`config.mk`:
```
export PLATFORM = sky130hd
export DESIGN_NAME = clause_bound_accumulator
export DESIGN_NICKNAME = d
export VERILOG_FILES = /design/src/rtl/clause_bound_accumulator_pkg.sv /design/src/rtl/clause_bound_accumulator_bound_update.sv /design/src/rtl/clause_bound_accumulator.sv
export SDC_FILE = /design/constraint.sdc
export NUM_CORES = 1
export LEC_CHECK = 0
export ABC_AREA = 0
export CAP_MARGIN = 20
export CORE_ASPECT_RATIO = 0.5
export CORE_MARGIN = 10
export CORE_UTILIZATION = 42
export CTS_CLUSTER_SIZE = 40
export DETAILED_ROUTE_END_ITERATION = 8
export PLACE_DENSITY = 0.71
export SYNTH_ARGS = -nofsm -noshare
export SYNTH_HDL_FRONTEND = slang
export SYNTH_SLANG_ARGS = --single-unit
export TNS_END_PERCENT = 10
```
`constraint.sdc`:
```
create_clock -name in_clk -period 2.2 [get_ports in_clk]
set_clock_uncertainty 0.2 [all_clocks]
set_input_delay 0.33 -clock in_clk [delete_from_list [all_inputs] [get_ports in_clk]]
set_output_delay 0.33 -clock in_clk [all_outputs]
set_load 0.005 [all_outputs]
```
`src/rtl/clause_bound_accumulator_pkg.sv`:
```
// Shared constants for the clause bound accumulator: default widths, bound type and FSM encodings.
package clause_bound_accumulator_pkg;

  localparam int DEF_W       = 8;
  localparam int DEF_CLAUSES = 4;

  // One guard bit so that negating the most negative bias cannot wrap.
  typedef logic signed [DEF_W:0] bound_t;

  localparam bound_t BOUND_MIN = $signed({2'b11, {(DEF_W-1){1'b0}}});
  localparam bound_t BOUND_MAX = $signed({2'b00, {(DEF_W-1){1'b1}}});

  localparam logic [1:0] ST_IDLE  = 2'd0;
  localparam logic [1:0] ST_ACCUM = 2'd1;
  localparam logic [1:0] ST_DONE  = 2'd2;

endpackage

```
`src/rtl/clause_bound_accumulator_bound_update.sv`:
```
// Combinational next-bound logic: +y<=b tightens hi, -y<=b tightens lo; inactive clauses pass through.
module bound_update #(
  parameter int W = 8
) (
  input  logic signed [W:0]   lo_i,
  input  logic signed [W:0]   hi_i,
  input  logic        [W-1:0] b_i,
  input  logic                sign_i,
  input  logic                active_i,
  output logic signed [W:0]   lo_o,
  output logic signed [W:0]   hi_o
);

  logic signed [W:0] b_ext;
  logic signed [W:0] neg_b;

  assign b_ext = {b_i[W-1], b_i};
  assign neg_b = -b_ext;

  always_comb begin
    lo_o = lo_i;
    hi_o = hi_i;
    if (active_i) begin
      if (sign_i) begin
        if (neg_b > lo_i) lo_o = neg_b;
      end else begin
        if (b_ext < hi_i) hi_o = b_ext;
      end
    end
  end

endmodule

```
`src/rtl/clause_bound_accumulator.sv`:
```
// Intersects a stream of reduced clauses into one [lower, upper] interval; outputs update one cycle after each beat.
// Ready only while accumulating and not restarting. BOUND_ACC_EMPTY_CHECK_EN builds the registered empty flag.
module clause_bound_accumulator
  import clause_bound_accumulator_pkg::*;
#(
  parameter int BIT_WIDTH_OF_INTEGER_VARIABLE = DEF_W,
  parameter int NUMBER_OF_CLAUSES             = DEF_CLAUSES
) (
  input  logic                                     in_clk,
  input  logic                                     in_reset_n,
  input  logic                                     in_start,
  input  logic                                     in_clause_valid,
  output logic                                     out_clause_ready,
  input  logic [BIT_WIDTH_OF_INTEGER_VARIABLE-1:0] in_bias,
  input  logic                                     in_sign,
  input  logic                                     in_active,
  output logic [BIT_WIDTH_OF_INTEGER_VARIABLE-1:0] out_lower,
  output logic [BIT_WIDTH_OF_INTEGER_VARIABLE-1:0] out_upper,
  output logic                                     out_done,
  output logic                                     out_empty
);

  localparam int W  = BIT_WIDTH_OF_INTEGER_VARIABLE;
  localparam int CW = (NUMBER_OF_CLAUSES > 1) ? $clog2(NUMBER_OF_CLAUSES) : 1;
  localparam logic signed [W:0] LO_INIT = $signed({2'b11, {(W-1){1'b0}}});
  localparam logic signed [W:0] HI_INIT = $signed({2'b00, {(W-1){1'b1}}});
  localparam logic [CW-1:0]     LAST    = CW'(NUMBER_OF_CLAUSES - 1);

  logic [1:0]        state_q, state_d;
  logic [CW-1:0]     cnt_q, cnt_d;
  logic signed [W:0] lo_q, lo_d, hi_q, hi_d;
  logic signed [W:0] lo_upd, hi_upd;
  logic              accept;

  assign out_clause_ready = (state_q == ST_ACCUM) && !in_start;
  assign accept           = in_clause_valid && out_clause_ready;

  bound_update #(.W(W)) u_bound_update (
    .lo_i     (lo_q),
    .hi_i     (hi_q),
    .b_i      (in_bias),
    .sign_i   (in_sign),
    .active_i (in_active),
    .lo_o     (lo_upd),
    .hi_o     (hi_upd)
  );

  // The counter stops at terminal count; leaving ACCUM is what prevents a wrap.
  always_comb begin
    state_d = state_q;
    cnt_d   = cnt_q;
    lo_d    = lo_q;
    hi_d    = hi_q;
    if (in_start) begin
      state_d = ST_ACCUM;
      cnt_d   = '0;
      lo_d    = LO_INIT;
      hi_d    = HI_INIT;
    end else begin
      case (state_q)
        ST_ACCUM: begin
          if (accept) begin
            lo_d = lo_upd;
            hi_d = hi_upd;
            if (cnt_q == LAST) state_d = ST_DONE;
            else               cnt_d   = cnt_q + 1'b1;
          end
        end
        ST_DONE: state_d = ST_IDLE;
        default: ;
      endcase
    end
  end

  always_ff @(posedge in_clk or negedge in_reset_n) begin
    if (!in_reset_n) begin
      state_q <= ST_IDLE;
      cnt_q   <= '0;
      lo_q    <= '0;
      hi_q    <= '0;
    end else begin
      state_q <= state_d;
      cnt_q   <= cnt_d;
      lo_q    <= lo_d;
      hi_q    <= hi_d;
    end
  end

  function automatic logic [W-1:0] saturate(input logic signed [W:0] v);
    if (v > HI_INIT)      return HI_INIT[W-1:0];
    else if (v < LO_INIT) return LO_INIT[W-1:0];
    else                  return v[W-1:0];
  endfunction

  assign out_lower = saturate(lo_q);
  assign out_upper = saturate(hi_q);
  assign out_done  = (state_q == ST_DONE);

`ifdef BOUND_ACC_EMPTY_CHECK_EN
  logic empty_q, empty_d;

  // Compared on the guarded values, so a clamped lower of MAX still reads as empty.
  assign empty_d = in_start ? 1'b0 : (lo_d > hi_d);

  always_ff @(posedge in_clk or negedge in_reset_n) begin
    if (!in_reset_n) empty_q <= 1'b0;
    else             empty_q <= empty_d;
  end

  assign out_empty = empty_q;
`else
  assign out_empty = 1'b0;
`endif

endmodule

```
-- After elaboration in Yosys (flattened, before gate mapping)
Index checks and enable logic that the tools add are counted.
- add/subtract/negate cells: 2
- $lt $le $gt $ge: 6
- equality and inequality tests: 7
- muxes and demuxes: 24
- reduce and logical (&&, ||, !) cells: 14
- operators by type and width (operator ; number):
    $mux 9 ; 12
    $mux 8 ; 4
    $gt 9x8->1 const B ; 2
    $lt 9x8->1 const B ; 2
    $mux 2 ; 7
    $reduce_bool 2->1 ; 6
    $reduce_and 5->1 ; 2
    $gt 9x9->1 ; 1
    $lt 8x9->1 ; 1
    $neg 8->9 ; 1
    $reduce_and 3->1 ; 2
    $eq 2x2->1 const B ; 2
    $ne 2x2->1 const B ; 2
    $pmux 2 s2 ; 1
    $ne 3x2->1 const B ; 1
    $ne 3x3->1 const B ; 1
    $reduce_bool 3->1 ; 1
    $add 2x1->2 const B ; 1
    $eq 2x1->1 const B ; 1
    $logic_and 1x1->1 ; 2
    $logic_not 1->1 ; 1
- bits in registers: 22
- input port bits: 14
- logic and storage cells: 57

-- Depth between registers and ports, before layout
Gate-level depths: netlist (run 1).
- word-level depth: 8
- depth in mapped cells: 12
- mapped depth without buffers: 11

-- By module
Synthesis (run 1) repeated with hierarchy kept, for this count alone.
- cells, all modules: 247
- area total of the unflattened synthesis: 2031.9 sq um
- modules (own cells, without submodules) (module ; instances ; cells an instance ; area each (sq um) ; sequential area each (sq um)):
    clause_bound_accumulator ; 1 ; 143 ; 1152.4 ; 550.5
    bound_update ; 1 ; 104 ; 879.6 ; 0.0

-- Worst setup path after synthesis (run 1)
No wires, ideal clock.
- kind: input to register
- from: in in_bias[0]
- to: reg lo_q[7]
- setup time: 0.157 ns
- arrival: 2.648 ns
- setup slack: -0.805 ns
- cell stages on the path: 12
- cells stage by stage: inv_1 ha_1 or3b_2 nor3_1 xnor2_1 ha_1 a21o_1 a211oi_1 o31ai_2 buf_2 o21ai_0 o311ai_0
- cells in the longest elaborated chain, start to end: 7
- elaborated cells on any way between the ends: 10
- RTL lines (element ; line ; source):
    start: declaration ; clause_bound_accumulator.sv:14 ; input logic [BIT_WIDTH_OF_INTEGER_VARIABLE-1:0] in_bias,
    $neg 8->9 (*) ; clause_bound_accumulator_bound_update.sv:18 ; assign neg_b = -b_ext;
    branches (longest 6 deep; another with $gt 9x9->1) ; - ;
    end signal: assignment ; clause_bound_accumulator.sv:84 ; lo_q <= lo_d;
    end: declaration ; clause_bound_accumulator.sv:31 ; logic signed [W:0] lo_q, lo_d, hi_q, hi_d;
Mark *: on every way between the ends. The select of a mux whose other input is x is not followed.
A chain may end at the register's enable or synchronous reset.

-- Final worst setup path (run 1)
Ends and elaborated chain as after synthesis.

==> impl_summary.log, run 1 <==
INFO  metric max_stage_delay = 390 ps
INFO  metric layout.cell_area.non_filler = 2550 µm²
INFO  metric worstSetupStartpointType = primary input
INFO  metric timing.final.setup_violations = 9
INFO  metric clk_latency = 260 ps
INFO  metric yosys.cell_types.count = 39
INFO  metric synth_cells = 190
INFO  metric netlist_top_cells_count = 21 x dfrtp_1, 21 x inv_1, 20 x nor2_1
INFO  metric initial_utilization = 43.1%
INFO  metric p_seq_share = 38.6%
INFO  metric p_int = 0.000753 W
INFO  metric ys_seq_elements = 21
INFO  metric worstRegToRegCells = 8
INFO  metric crit_path_top_delay_cell = or3b_4
INFO  metric detail_route.vias_per_cell = 5.32
INFO  metric maximum_frequency_from_static_timing_analysis = 354 MHz
INFO  metric post_synth_top_area_share = 31.6%
INFO  metric hp-class = in2async
INFO  metric crit_family = simple AND/OR/NAND/NOR gates
INFO  metric remaining_drc_errors = 0
INFO  metric grt_pass1_wl = 8.01 mm
INFO  metric setup.reg_to_reg.worst_slack = -10 ps
INFO  metric worst_hold_slack = 201 ps
INFO  metric clkSinkCount = 21
INFO  metric layout_cell_share_with_drive_strength_beyond_1 = 32.9%
INFO  metric timing.final.hold_violations = 0
INFO  metric violated_checks = negative setup slack
INFO  metric synth-edff-count = 0
INFO  metric outcome = finished with violations
INFO  metric worst_ep_required_time = 2130 ps
INFO  metric final_max_slew_viol_count = 0
INFO  metric clk_root_buffer_cell = clkbuf_8
INFO  metric synth_area = 1660 µm²
INFO  metric yosys.area.top_type = dfrtp_1
INFO  metric first_global_vias = 1,694
INFO  metric drtIter0Drc = 49
INFO  metric regToRegEndpoint = lo_q[5]$_DFFE_PN0P_
INFO  metric drt-pass1-iter-count = 5
INFO  metric floorplan.die.width = 109 µm
INFO  metric post-place-ws = -1370 ps
INFO  metric critical_path.cell_chain = buf_8 -> inv_6 -> ha_4 -> or3b_4 -> nor3_4 -> xnor2_2 -> ha_1 -> buf_4 -> and4_1 -> and2_4 -> o31ai_4 -> buf_12 -> buf_8 -> o311ai_4
INFO  metric largest_net_degree_at_the_start_of_global_routing = 22
INFO  metric antenna_cells_inserted = 0
INFO  metric worst_path_most_repeated_cell = buf_8
INFO  metric max-vdd-ir-drop = 0.224 mV
INFO  metric layout_min_cycle_time = 2830 ps
INFO  metric post_route_setup_slack = -628 ps
INFO  metric synth_area_per_cell = 8.76 µm²
INFO  metric crit_fanout = 6
INFO  metric design.final.nets = 288
INFO  metric comb_power_share = 37.6%
INFO  metric detail-route-antenna-nets = 0
INFO  metric worstPathArrival = 2760 ps
INFO  metric synth_async_sr_flop_share = 100%
INFO  metric routed_wire_length_per_instance = 16.1 µm
INFO  metric area_delta_synth_final = 53.1%
INFO  metric synth_sequential_area_ratio = 31.6%
INFO  metric floorplan.core_area = 3860 µm²
INFO  metric placedInstanceArea = 2270 µm²
INFO  metric tritoncts = built
INFO  metric yosys_warnings = 0
INFO  metric clock_power_share = 23.8%
INFO  metric timing.critical_path.to_type = flop
INFO  metric floorplan.die_area = 7030 µm²
INFO  metric clock_tree.htree_level_count = 1
INFO  metric synth_nets = 222
INFO  metric io_buffers = 31
INFO  metric p_sw_share = 31.0%
INFO  metric rows = 16
INFO  metric chipHeight = 64.5 µm
INFO  metric routabilityCongestion = 0.841
INFO  metric worst_setup_hold_path_clk_slew = 80 ps
INFO  metric synthTopCellsByArea = dfrtp_1 32%, ha_1 14%, o211ai_1 8.1%
INFO  metric max-clock-path-buffers = 2
INFO  metric total_half_perimeter_wirelength_after_legalization_and_detailed_placement = 3.55 mm
INFO  metric total_power = 0.00109 W
INFO  metric hold_fix_buffers_at_cts = 0
INFO  metric antenna_found_initial = 0
INFO  metric power.switching = 0.000338 W
INFO  metric total_power_per_unit_cell_area = 428 nW/µm²
INFO  metric dominantRegCellSynth = dfrtp_1
INFO  metric overflow = 0
INFO  metric power.static_leakage = 1.21 nW
INFO  metric regToRegStartpoint = lo_q[7]$_DFFE_PN0P_
INFO  metric grt_util_all_layers = 13.7%
INFO  metric via_count = 1,644
INFO  metric final.period_utilization = 129%
INFO  metric drt-total-wl = 4.97 mm
INFO  metric worst-setup-path-type = in2reg
INFO  metric grt_setup_unrepaired = true
INFO  metric drv_cap = 0
INFO  metric tritoncts.num_buffers = 3
INFO  metric critical_path_buf_inv_count = 5
INFO  metric num_io_pins = 33
## metrics by stage
step           util [%]  TNS, ps  cells
2_1_floorplan         -    -4490    190
3_3_place_gp       58.8   -14330    292
3_5_place_dp       58.8   -15820    292
4_1_cts            63.8    -5550    304
5_1_grt            65.9    -6250    309
6_report           65.9    -5440    309
## flip-flops by register name, summed over array words and instances, names as in the netlist
name / flops
cnt_q: 2
hi_q: 8
state_q: 2
lo_q: 9
## routing by layer
layer,track usage (%),routed length (µm),up-vias
met5,0,0,-
met3,2.96,227,0
li1,-,-,802
met4,2.45,0,0
met2,25.3,2570,31
met1,16.0,2170,811
## power groups by stage
stage | Sequential, W | Clock (W) | Combinational (W)
2_1_floorplan | 0.000425 | 0 | 0.000180
6_report | 0.000421 | 0.000259 | 0.000410
4_1_cts | 0.000421 | 0.000259 | 0.000390
3_5_place_dp | 0.000428 | 0 | 0.000356
3_3_place_gp | 0.000427 | 0 | 0.000344
5_1_grt | 0.000424 | 0.000275 | 0.000450
## layout make-up
cell class                      instances  area [µm²]
Tap cell                               54        67.6
Fill cell                             289        1320
Inverter                               21        86.3
Timing Repair Buffer                   78         683
Multi-Input combinational cell        131        1140
Sequential cell                        21         526
Clock buffer                            4        45.0
## kinds of logic (layout without fill, tap and decap cells)
kind of cell / Yosys count / in the layout / synth area share [%]
simple gates: 53 / 53 / 16.5
compound gates: 47 / 47 / 22.4
buf+inv: 38 / 103 / 9.02
fa+ha+maj: 19 / 19 / 14.1
xor+xnor: 7 / 7 / 3.68
other cells: 1 / 1 / 0.225
flops: 21 / 21 / 31.6
mux: 4 / 4 / 2.41
## worst max path at each step
stage / slack, ps / to / cells past startpoint / start
2_1_floorplan: -540 / lo_q[3]$_DFFE_PN0P_ / 10 / in_bias[1]
3_3_place_gp: -1210 / lo_q[2]$_DFFE_PN0P_ / 12 / in_bias[0]
3_5_place_dp: -1370 / lo_q[2]$_DFFE_PN0P_ / 10 / in_bias[1]
4_1_cts: -670 / lo_q[5]$_DFFE_PN0P_ / 12 / in_bias[1]
5_1_grt: -720 / lo_q[5]$_DFFE_PN0P_ / 14 / in_bias[0]
6_report: -630 / lo_q[7]$_DFFE_PN0P_ / 14 / in_bias[0]
## layout by cell type, fill, tap and decap left out, types with 2 or more instances in the layout
cell type         n
a21o_1            4
a21oi_1           6
and3_1            2
and4_1            2
buf_2             3
buf_4            40
buf_6             5
buf_8             2
clkbuf_8          3
clkdlybuf4s50_1  23
dfrtp_1          21
dlygate4sd2_1     3
ha_1             17
inv_1            17
inv_2             2
mux2i_1           4
nand2_1          10
nand3_1           3
nand4_1           2
nor2_1           17
nor2_2            2
nor2b_1           4
o211ai_1         18
o21ai_0           2
o21ai_2           2
o41ai_2           4
or3b_4            2
xnor2_1           4
xnor2_2           2
## worst reg2reg max path, cell delays in order, from the launching register on
cell and delay, ps:
dfrtp_1 390, inv_1 180, ha_1 300, buf_6 130, a211oi_4 270, o31ai_4 120
buf_6 140, o211ai_1 230, o41ai_2 120
## timing repair
action,4_1_cts,5_1_grt
endpoints found under the setup margin,17,24
cloned,1,1
pin swaps,15,11
gates resized for setup,37,20
buffers inserted,7,5
(Power assumes the default switching activity.)
==> run 2: changes to the inputs <==
--- a/config.mk
+++ b/config.mk
@@ -5,10 +5,10 @@
 export SDC_FILE = /design/constraint.sdc
 export NUM_CORES = 1
 export LEC_CHECK = 0
-export ABC_AREA = 0
+export ABC_AREA = 1
 export CAP_MARGIN = 20
 export CORE_ASPECT_RATIO = 0.5
-export CORE_MARGIN = 10
+export CORE_MARGIN = 3
 export CORE_UTILIZATION = 42
 export CTS_CLUSTER_SIZE = 40
 export DETAILED_ROUTE_END_ITERATION = 8
==> run 2 against run 1 <==
  * The flow still finishes with violations (negative setup slack)
  * Critical path depth is 3 higher
  * First-iteration DRC count is 76% higher
  * Critical endpoint is now lo_q[0]$_DFFE_PN0P_
  * Flip-flop and latch count is the same
==> impl_summary.log, run 2 <==
INFO  metric grt_pass1_wl = 7.96 mm (-0.60%)
INFO  metric final.period_utilization = 112% (-16 points)
INFO  metric layout.cells.most_common_list = 54 x nand2_1, 37 x inv_1, 33 x buf_4
INFO  metric tritoncts = built
INFO  metric synth-xor-area-share = 2.07% (-1.6 points)
INFO  metric clock_tree.htree_level_count = 1 (unchanged)
INFO  metric layout.cell_area.non_filler = 2570 µm² (+0.88%)
INFO  metric synth_area = 1690 µm² (+1.5%)
INFO  metric layout_min_cycle_time = 2470 ps (-359 ps)
INFO  metric routabilityCongestion = 0.868 (+3.2%)
INFO  metric total_power = 0.00117 W (+7.5%)
INFO  metric violated_checks = negative setup slack
INFO  metric hp-class = in2async
INFO  metric largest_net_degree_at_the_start_of_global_routing = 22 (unchanged)
INFO  metric timing.final.hold_violations = 0 (unchanged)
INFO  metric post_synthesis_compound_gate_area_fraction = 5.19% (-17 points)
INFO  metric clkSinkCount = 21 (unchanged)
INFO  metric worst_ep_required_time = 2160 ps (+30 ps)
INFO  metric dominantRegCellSynth = dfrtp_1
INFO  metric post_synth_and_or_nand_nor_area_fraction = 35.3% (+19 points)
INFO  metric total_half_perimeter_wirelength_after_legalization_and_detailed_placement = 3.36 mm (-5.4%)
INFO  metric synth_top_family_by_area = simple AND/OR/NAND/NOR gates
INFO  metric power.switching = 0.000409 W (+21%)
INFO  metric detail_route.vias_per_cell = 5.04 (-5.3%)
INFO  metric placedInstanceArea = 2250 µm² (-0.99%)
INFO  metric post_synth_top_area_share = 31.1% (-0.47 points)
INFO  metric multi_input_area = 1160 µm² (+1.8%)
INFO  metric total_power_per_unit_cell_area = 456 nW/µm² (+6.5%)
INFO  metric clk_latency = 260 ps (about the same)
INFO  metric p_seq_share = 36.2% (-2.4 points)
INFO  metric synthTopCellsByArea = dfrtp_1 31%, nand2_1 14%, ha_1 13%
INFO  metric synth_fa_ha_area_share = 13.3% (-0.80 points)
INFO  metric layout.cells.most_common = nand2_1
INFO  metric tritoncts.num_buffers = 3 (unchanged)
INFO  metric overflow = 0 (unchanged)
INFO  metric floorplan.die_area = 4870 µm² (-31%)
INFO  metric synth_async_sr_flop_share = 100% (unchanged)
INFO  metric p_int = 0.000764 W (+1.4%)
INFO  metric largest_register_ffs = 9 (unchanged)
INFO  metric design.final.nets = 337 (+17%)
INFO  metric antenna_found_initial = 0 (unchanged)
INFO  metric maximum_frequency_from_static_timing_analysis = 405 MHz (+15%)
INFO  metric ys_seq_elements = 21 (unchanged)
INFO  metric fillerInstances = 280 (-3.1%)
INFO  metric critical_path_buf_inv_count = 5 (unchanged)
INFO  metric grt_setup_unrepaired = true
INFO  metric register_area = 526 µm² (unchanged)
INFO  metric worstSetupStartpointType = primary input
INFO  metric final_core_util = 70.6% (+4.7 points)
INFO  metric timing.critical_path.to_type = flop
INFO  metric num_io_pins = 33 (unchanged)
INFO  metric rows = 15 (-1)
INFO  metric crit_fanout = 5 (-1)
INFO  metric yosys.area.top_type = dfrtp_1
INFO  metric power.static_leakage = 1.35 nW (+11%)
INFO  metric worst-setup-path-type = in2reg
INFO  metric crit_path_top_delay_cell = ha_4
INFO  metric drt-total-wl = 4.78 mm (-3.9%)
INFO  metric synth_sequential_area_ratio = 31.1% (-0.47 points)
INFO  metric muxShareOfSynthArea = 0% (-2.4 points)
INFO  metric max_flop_register = lo_q
INFO  metric synth_nets = 276 (+24%)
INFO  metric clock_power_share = 22.1% (-1.7 points)
INFO  metric p_sw_share = 34.9% (+3.9 points)
INFO  metric comb_power_share = 41.7% (+4.1 points)
INFO  metric grt_util_all_layers = 20.6% (+7.0 points)
INFO  metric remaining_drc_errors = 0 (unchanged)
INFO  metric floorplan.die.width = 95.7 µm (-12%)
INFO  metric post_route_setup_slack = -269 ps (+359 ps)
INFO  metric synth_area_per_cell = 6.92 µm² (-21%)
INFO  metric crit_family = simple AND/OR/NAND/NOR gates
INFO  metric worst_setup_hold_path_clk_slew = 80 ps (about the same)
INFO  metric area_delta_synth_final = 52.1%
INFO  metric hold_fix_buffers_at_cts = 0 (unchanged)
INFO  metric drv_cap = 0 (unchanged)
INFO  metric final_max_slew_viol_count = 0 (unchanged)
INFO  metric antenna_cells_inserted = 0 (unchanged)
INFO  metric yosys.cell_types.count = 24 (-38%)
INFO  metric io_buffers = 31 (unchanged)
INFO  metric via_count = 1,789 (+8.8%)
INFO  metric layout_cell_share_with_drive_strength_beyond_1 = 31.3% (-1.7 points)
INFO  metric routed_wire_length_per_instance = 13.5 µm (-16%)
INFO  metric max_stage_delay = 290 ps (-100 ps)
INFO  metric initial_utilization = 46.4% (+3.3 points)
INFO  metric chipHeight = 50.8 µm (-21%)
INFO  metric timing.final.setup_violations = 9 (unchanged)
INFO  metric floorplan.core_area = 3640 µm² (-5.8%)
INFO  metric detail-route-antenna-nets = 0 (unchanged)
INFO  metric synth-edff-count = 0 (unchanged)
INFO  metric most_instantiated_library_cell_after_synthesis = nand2_1
INFO  metric critical_path.cell_chain = buf_2 -> inv_4 -> ha_4 -> nand3_4 -> or2_4 -> inv_2 -> or2_4 -> inv_4 -> ha_4 -> nand2_4 -> nor2_4 -> nand3_2 -> nand4_1 -> buf_4 -> nand3_4 -> nand3_1 -> nand2_1
INFO  metric synth_cells = 244 (+28%)
INFO  metric max-vdd-ir-drop = 0.347 mV (+55%)
INFO  metric worstPathArrival = 2430 ps (-330 ps)
INFO  metric netlist_top_cells_count = 62 x nand2_1, 42 x inv_1, 31 x nand3_1
INFO  metric drt-pass1-iter-count = 4 (-1)
INFO  metric first_global_vias = 1,738 (+2.6%)
INFO  metric clk_root_buffer_cell = clkbuf_8
INFO  metric max-clock-path-buffers = 2 (unchanged)
INFO  metric drtIter0Drc = 86 (+76%)
INFO  metric outcome = finished with violations
INFO  metric yosys_warnings = 0 (unchanged)
INFO  metric reg.largest.list = lo_q (9), hi_q (8)
-- run 2: changes by cell type after synthesis, sizes merged, moves of 5 or more --
cell | previous run | this run
inv | 21 | 43
nand2 | 10 | 66
nand3 | 3 | 32
o211ai | 18 | 0
nand4 | 2 | 9
xnor2 | 6 | 1
nor2 | 20 | 14
-- run 2: layout make-up --
| type | instances | share of cell area (%) |
|---|---|---|
| Multi-Input combinational cell | 168 | 45.1 |
| Timing Repair Buffer | 68 | 23.7 |
| Sequential cell | 21 | 20.4 |
| Inverter | 43 | 6.48 |
| Tap cell | 51 | 2.48 |
| Clock buffer | 3 | 1.61 |
| Clock inverter | 1 | 0.195 |
-- run 2: what timing repair did --
action | 4_1_cts | 5_1_grt
gates cloned | 1 | 0
resized for setup | 54 | 19
pin swaps | 18 | 17
endpoints found under the setup margin | 19 | 23
buffers inserted | 4 | 9
-- run 2: layer usage --
layer | vias to the layer above | routed length [µm] | GRT usage, %
li1 | 893 | - | -
met1 | 852 | 2160 | 27.9
met2 | 40 | 2350 | 34.3
met3 | 4 | 238 | 5.00
met4 | 0 | 34 | 3.07
met5 | - | 0 | 0
-- run 2: cells by family (layout without fill, tap and decap cells) --
group           after synthesis  after routing
compound gates               17             17
xor+xnor                      4              4
fa+ha+maj                    18             18
buf+inv                      56            115
flops                        21             21
other cells                   1              1
simple gates                127            128
-- run 2: stage by stage --
stage               setup TNS, ps  instances  hold slack [ps]  setup WS (ps)
floorplan                   -1160        244             -166           -130
global placement            -9100        337              265           -807
detailed placement         -10120        337              264           -877
CTS                          -991        346              224           -151
global route                -3600        355              241           -379
finish                      -2230        355              218           -269
-- run 2: power groups by stage --
stage                     Combinational, W  Sequential (W)  Clock (W)
final                             0.000489        0.000425   0.000260
after global routing              0.000536        0.000427   0.000290
after CTS                         0.000437        0.000423   0.000268
after detailed placement          0.000388        0.000429          0
after global placement            0.000378        0.000429          0
after floorplan                   0.000211        0.000425          0
-- run 2: path summary, 6_finish.rpt --
path / startpoint / to / slack (ps) / cells past startpoint
hold / removal: in_reset_n / lo_q[8]$_DFFE_PN0P_ / 220 / 2
max in group asynchronous: in_reset_n / state_q[1]$_DFFE_PN0P_ / 1340 / 2
setup / recovery: in_bias[0] / lo_q[0]$_DFFE_PN0P_ / -270 / 17
setup reg to reg: lo_q[7]$_DFFE_PN0P_ / lo_q[0]$_DFFE_PN0P_ / 60 / 10
min in group in_clk: in_bias[1] / hi_q[1]$_DFFE_PN0P_ / 260 / 4
hold reg to reg: cnt_q[0]$_DFFE_PN0P_ / cnt_q[0]$_DFFE_PN0P_ / 280 / 1
==> run 3: changes to the inputs <==
--- a/config.mk
+++ b/config.mk
@@ -13,6 +13,7 @@
 export CTS_CLUSTER_SIZE = 40
 export DETAILED_ROUTE_END_ITERATION = 8
 export PLACE_DENSITY = 0.71
+export SKIP_LAST_GASP = 1
 export SYNTH_ARGS = -nofsm -noshare
 export SYNTH_HDL_FRONTEND = slang
 export SYNTH_SLANG_ARGS = --single-unit
==> run 3 against run 2 <==
  * The flow still finishes with violations (negative setup slack)
  * Largest cell class unchanged
  * Die area is the same
  * Critical path depth is 4 lower
  * Hold slack got worse by 4.3 ps
  * Non-clock buffer count down 4
  * Clock power hardly changed
  * Sequential power about the same
  * Worst setup slack better by 59 ps
  * Cell area decreased by 2.4%
  * Global-route usage hardly changed
  * Flip-flop and latch count stayed put
  * Wire length is 1.8% lower
==> impl_summary.log, run 3 (synthesized netlist as in run 2, its figures left out) <==
INFO  metric outcome = finished with violations
INFO  metric violated_checks = negative setup slack
INFO  metric grt_setup_unrepaired = true
INFO  metric clock_tree.htree_level_count = 1 (unchanged)
INFO  metric clk_root_buffer_cell = clkbuf_8
INFO  metric layout_cell_share_with_drive_strength_beyond_1 = 29.0% (-2.3 points)
INFO  metric worstRegToRegCells = 11 (+1)
INFO  metric layout_min_cycle_time = 2410 ps (-58.7 ps)
INFO  metric placed_cell_count = 337 (unchanged)
INFO  metric max_flop_register = lo_q
INFO  metric tritoncts = built
INFO  metric num_io_pins = 33 (unchanged)
INFO  metric drtIter0Drc = 67 (-22%)
INFO  metric max-vdd-ir-drop = 0.348 mV (+0.20%)
INFO  metric final.period_utilization = 110% (-2.7 points)
INFO  metric detail_route.vias_per_cell = 5.01 (-0.61%)
INFO  metric via_count = 1,758 (-1.7%)
INFO  metric chipHeight = 50.8 µm (unchanged)
INFO  metric drt-pass1-iter-count = 4 (unchanged)
INFO  metric reg.largest.list = lo_q (9), hi_q (8)
INFO  metric rows = 15 (unchanged)
INFO  metric regToRegEndpoint = lo_q[7]$_DFFE_PN0P_
INFO  metric worst_hold_slack = 213 ps (-4.33 ps)
INFO  metric final_max_slew_viol_count = 0 (unchanged)
INFO  metric setup.reg_to_reg.worst_slack = 140 ps (+80 ps)
INFO  metric layout.cells.most_common = nand2_1
INFO  metric timing.final.hold_violations = 0 (unchanged)
INFO  metric area_delta_synth_final = 48.4%
INFO  metric tritoncts.num_buffers = 3 (unchanged)
INFO  metric power.static_leakage = 1.31 nW (-2.8%)
INFO  metric floorplan.die_area = 4870 µm² (unchanged)
INFO  metric initial_utilization = 46.4% (unchanged)
INFO  metric total_power_per_unit_cell_area = 464 nW/µm² (+1.6%)
INFO  metric critical_path.cell_chain = clkdlybuf4s50_1 -> xor2_1 -> inv_1 -> ha_4 -> nand2_4 -> nor2_4 -> nand3_2 -> nand4_1 -> buf_6 -> nand3_4 -> nand2_4 -> nand2_1 -> nand2_1
INFO  metric timing.critical_path.to_type = flop
INFO  metric clk_latency = 260 ps (about the same)
INFO  metric routabilityCongestion = 0.868 (unchanged)
INFO  metric worst_ep_required_time = 2210 ps (+50 ps)
INFO  metric setup_total_negative_slack = -1570 ps (+665 ps)
INFO  metric worstPathArrival = 2420 ps (about the same)
INFO  metric worstSetupStartpointType = primary input
INFO  metric post-place-ws = -877 ps (unchanged)
INFO  metric worst-setup-path-type = in2reg
INFO  metric post_route_setup_slack = -210 ps (+58.7 ps)
INFO  metric io_buffers = 31 (unchanged)
INFO  metric largest_net_degree_at_the_start_of_global_routing = 22 (unchanged)
INFO  metric antenna_found_initial = 0 (unchanged)
INFO  metric crit_fanout = 5 (unchanged)
INFO  metric overflow = 0 (unchanged)
INFO  metric total_half_perimeter_wirelength_after_legalization_and_detailed_placement = 3.36 mm (unchanged)
INFO  metric first_global_vias = 1,728 (-0.58%)
INFO  metric worst_setup_hold_path_clk_slew = 80 ps (about the same)
INFO  metric largest_register_ffs = 9 (unchanged)
INFO  metric max_stage_delay = 540 ps (+250 ps)
INFO  metric grt_pass1_wl = 7.96 mm (about the same)
INFO  metric timing.final.setup_violations = 14 (+5)
INFO  metric routed_wire_length_per_instance = 13.4 µm (-0.64%)
INFO  metric remaining_drc_errors = 0 (unchanged)
INFO  metric grt_util_all_layers = 20.6% (-0.032 points)
INFO  metric floorplan.die.width = 95.7 µm (unchanged)
INFO  metric max-clock-path-buffers = 2 (unchanged)
INFO  metric crit_path_top_delay_cell = clkdlybuf4s50_1
INFO  metric maximum_frequency_from_static_timing_analysis = 415 MHz (+2.4%)
INFO  metric hp-class = in2async
INFO  metric floorplan.core_area = 3640 µm² (unchanged)
INFO  metric total_power = 0.00116 W (-0.84%)
INFO  metric design.final.nets = 333 (-1.2%)
INFO  metric drv_cap = 0 (unchanged)
INFO  metric detail-route-antenna-nets = 0 (unchanged)
INFO  metric finalNonFillerCells = 351 (-1.1%)
INFO  metric layout.cells.most_common_list = 53 x nand2_1, 37 x inv_1, 29 x buf_4
INFO  metric drt-total-wl = 4.69 mm (-1.8%)
INFO  metric clkSinkCount = 21 (unchanged)
INFO  metric antenna_cells_inserted = 0 (unchanged)
INFO  metric regToRegStartpoint = lo_q[8]$_DFFE_PN0P_
-- run 3: area by class of cell --
cell class,count,area (µm²)
Fill cell,294,1130
Multi-Input combinational cell,168,1130
Timing Repair Buffer,64,576
Sequential cell,21,526
Inverter,43,166
Tap cell,51,63.8
Clock buffer,3,41.3
Clock inverter,1,5.00
-- run 3: power by group --
group | switching, W | internal (W) | total, W | leakage, nW
sequential | 0.0000176 | 0.000406 | 0.000424 | 0.247
combinational | 0.000252 | 0.000225 | 0.000477 | 1.04
clock | 0.000136 | 0.000126 | 0.000263 | 0.0255
total | 0.000405 | 0.000758 | 0.00116 | 1.31
-- run 3: worst max path at each step --
stage	start	to	slack, ps	cells past startpoint
after floorplan	in_bias[1]	lo_q[5]$_DFFE_PN0P_	-130	16
final	in_bias[7]	lo_q[7]$_DFFE_PN0P_	-210	13
after detailed placement	in_bias[0]	lo_q[1]$_DFFE_PN0P_	-880	17
after global routing	in_bias[1]	lo_q[7]$_DFFE_PN0P_	-340	18
after CTS	in_bias[2]	lo_q[8]$_DFFE_PN0P_	-150	17
after global placement	in_bias[0]	lo_q[2]$_DFFE_PN0P_	-810	17
-- run 3: layer usage --
| metal | vias up | GRT usage [%] | share of wire [%] |
|---|---|---|---|
| li1 | 890 | - | - |
| met1 | 819 | 27.9 | 46 |
| met2 | 45 | 33.9 | 48 |
| met3 | 4 | 5.15 | 5.7 |
| met4 | 0 | 3.30 | 0.72 |
| met5 | - | 0 | 0 |
-- run 3: worst max-delay path: cells and delay by family --
kind | cells | cell delay (ps)
fa+ha+maj | 1 | 290
xor+xnor | 1 | 200
buf+inv | 3 | 770
simple gates | 8 | 800
-- run 3: what timing repair did --
action	4_1_cts	5_1_grt
setup endpoints to repair	19	24
hold endpoints to repair	0	0
buffers inserted	4	5
resized for setup	51	16
hold buffers	0	0
pin swaps	17	21
cloned	1	0
-- run 3: through the flow --
step / area (µm²) / util, %
after floorplan: 1720 / -
after global placement: 2250 / 61.8
after detailed placement: 2250 / 61.8
after CTS: 2430 / 66.8
after global routing: 2510 / 68.9
final: 2510 / 68.9
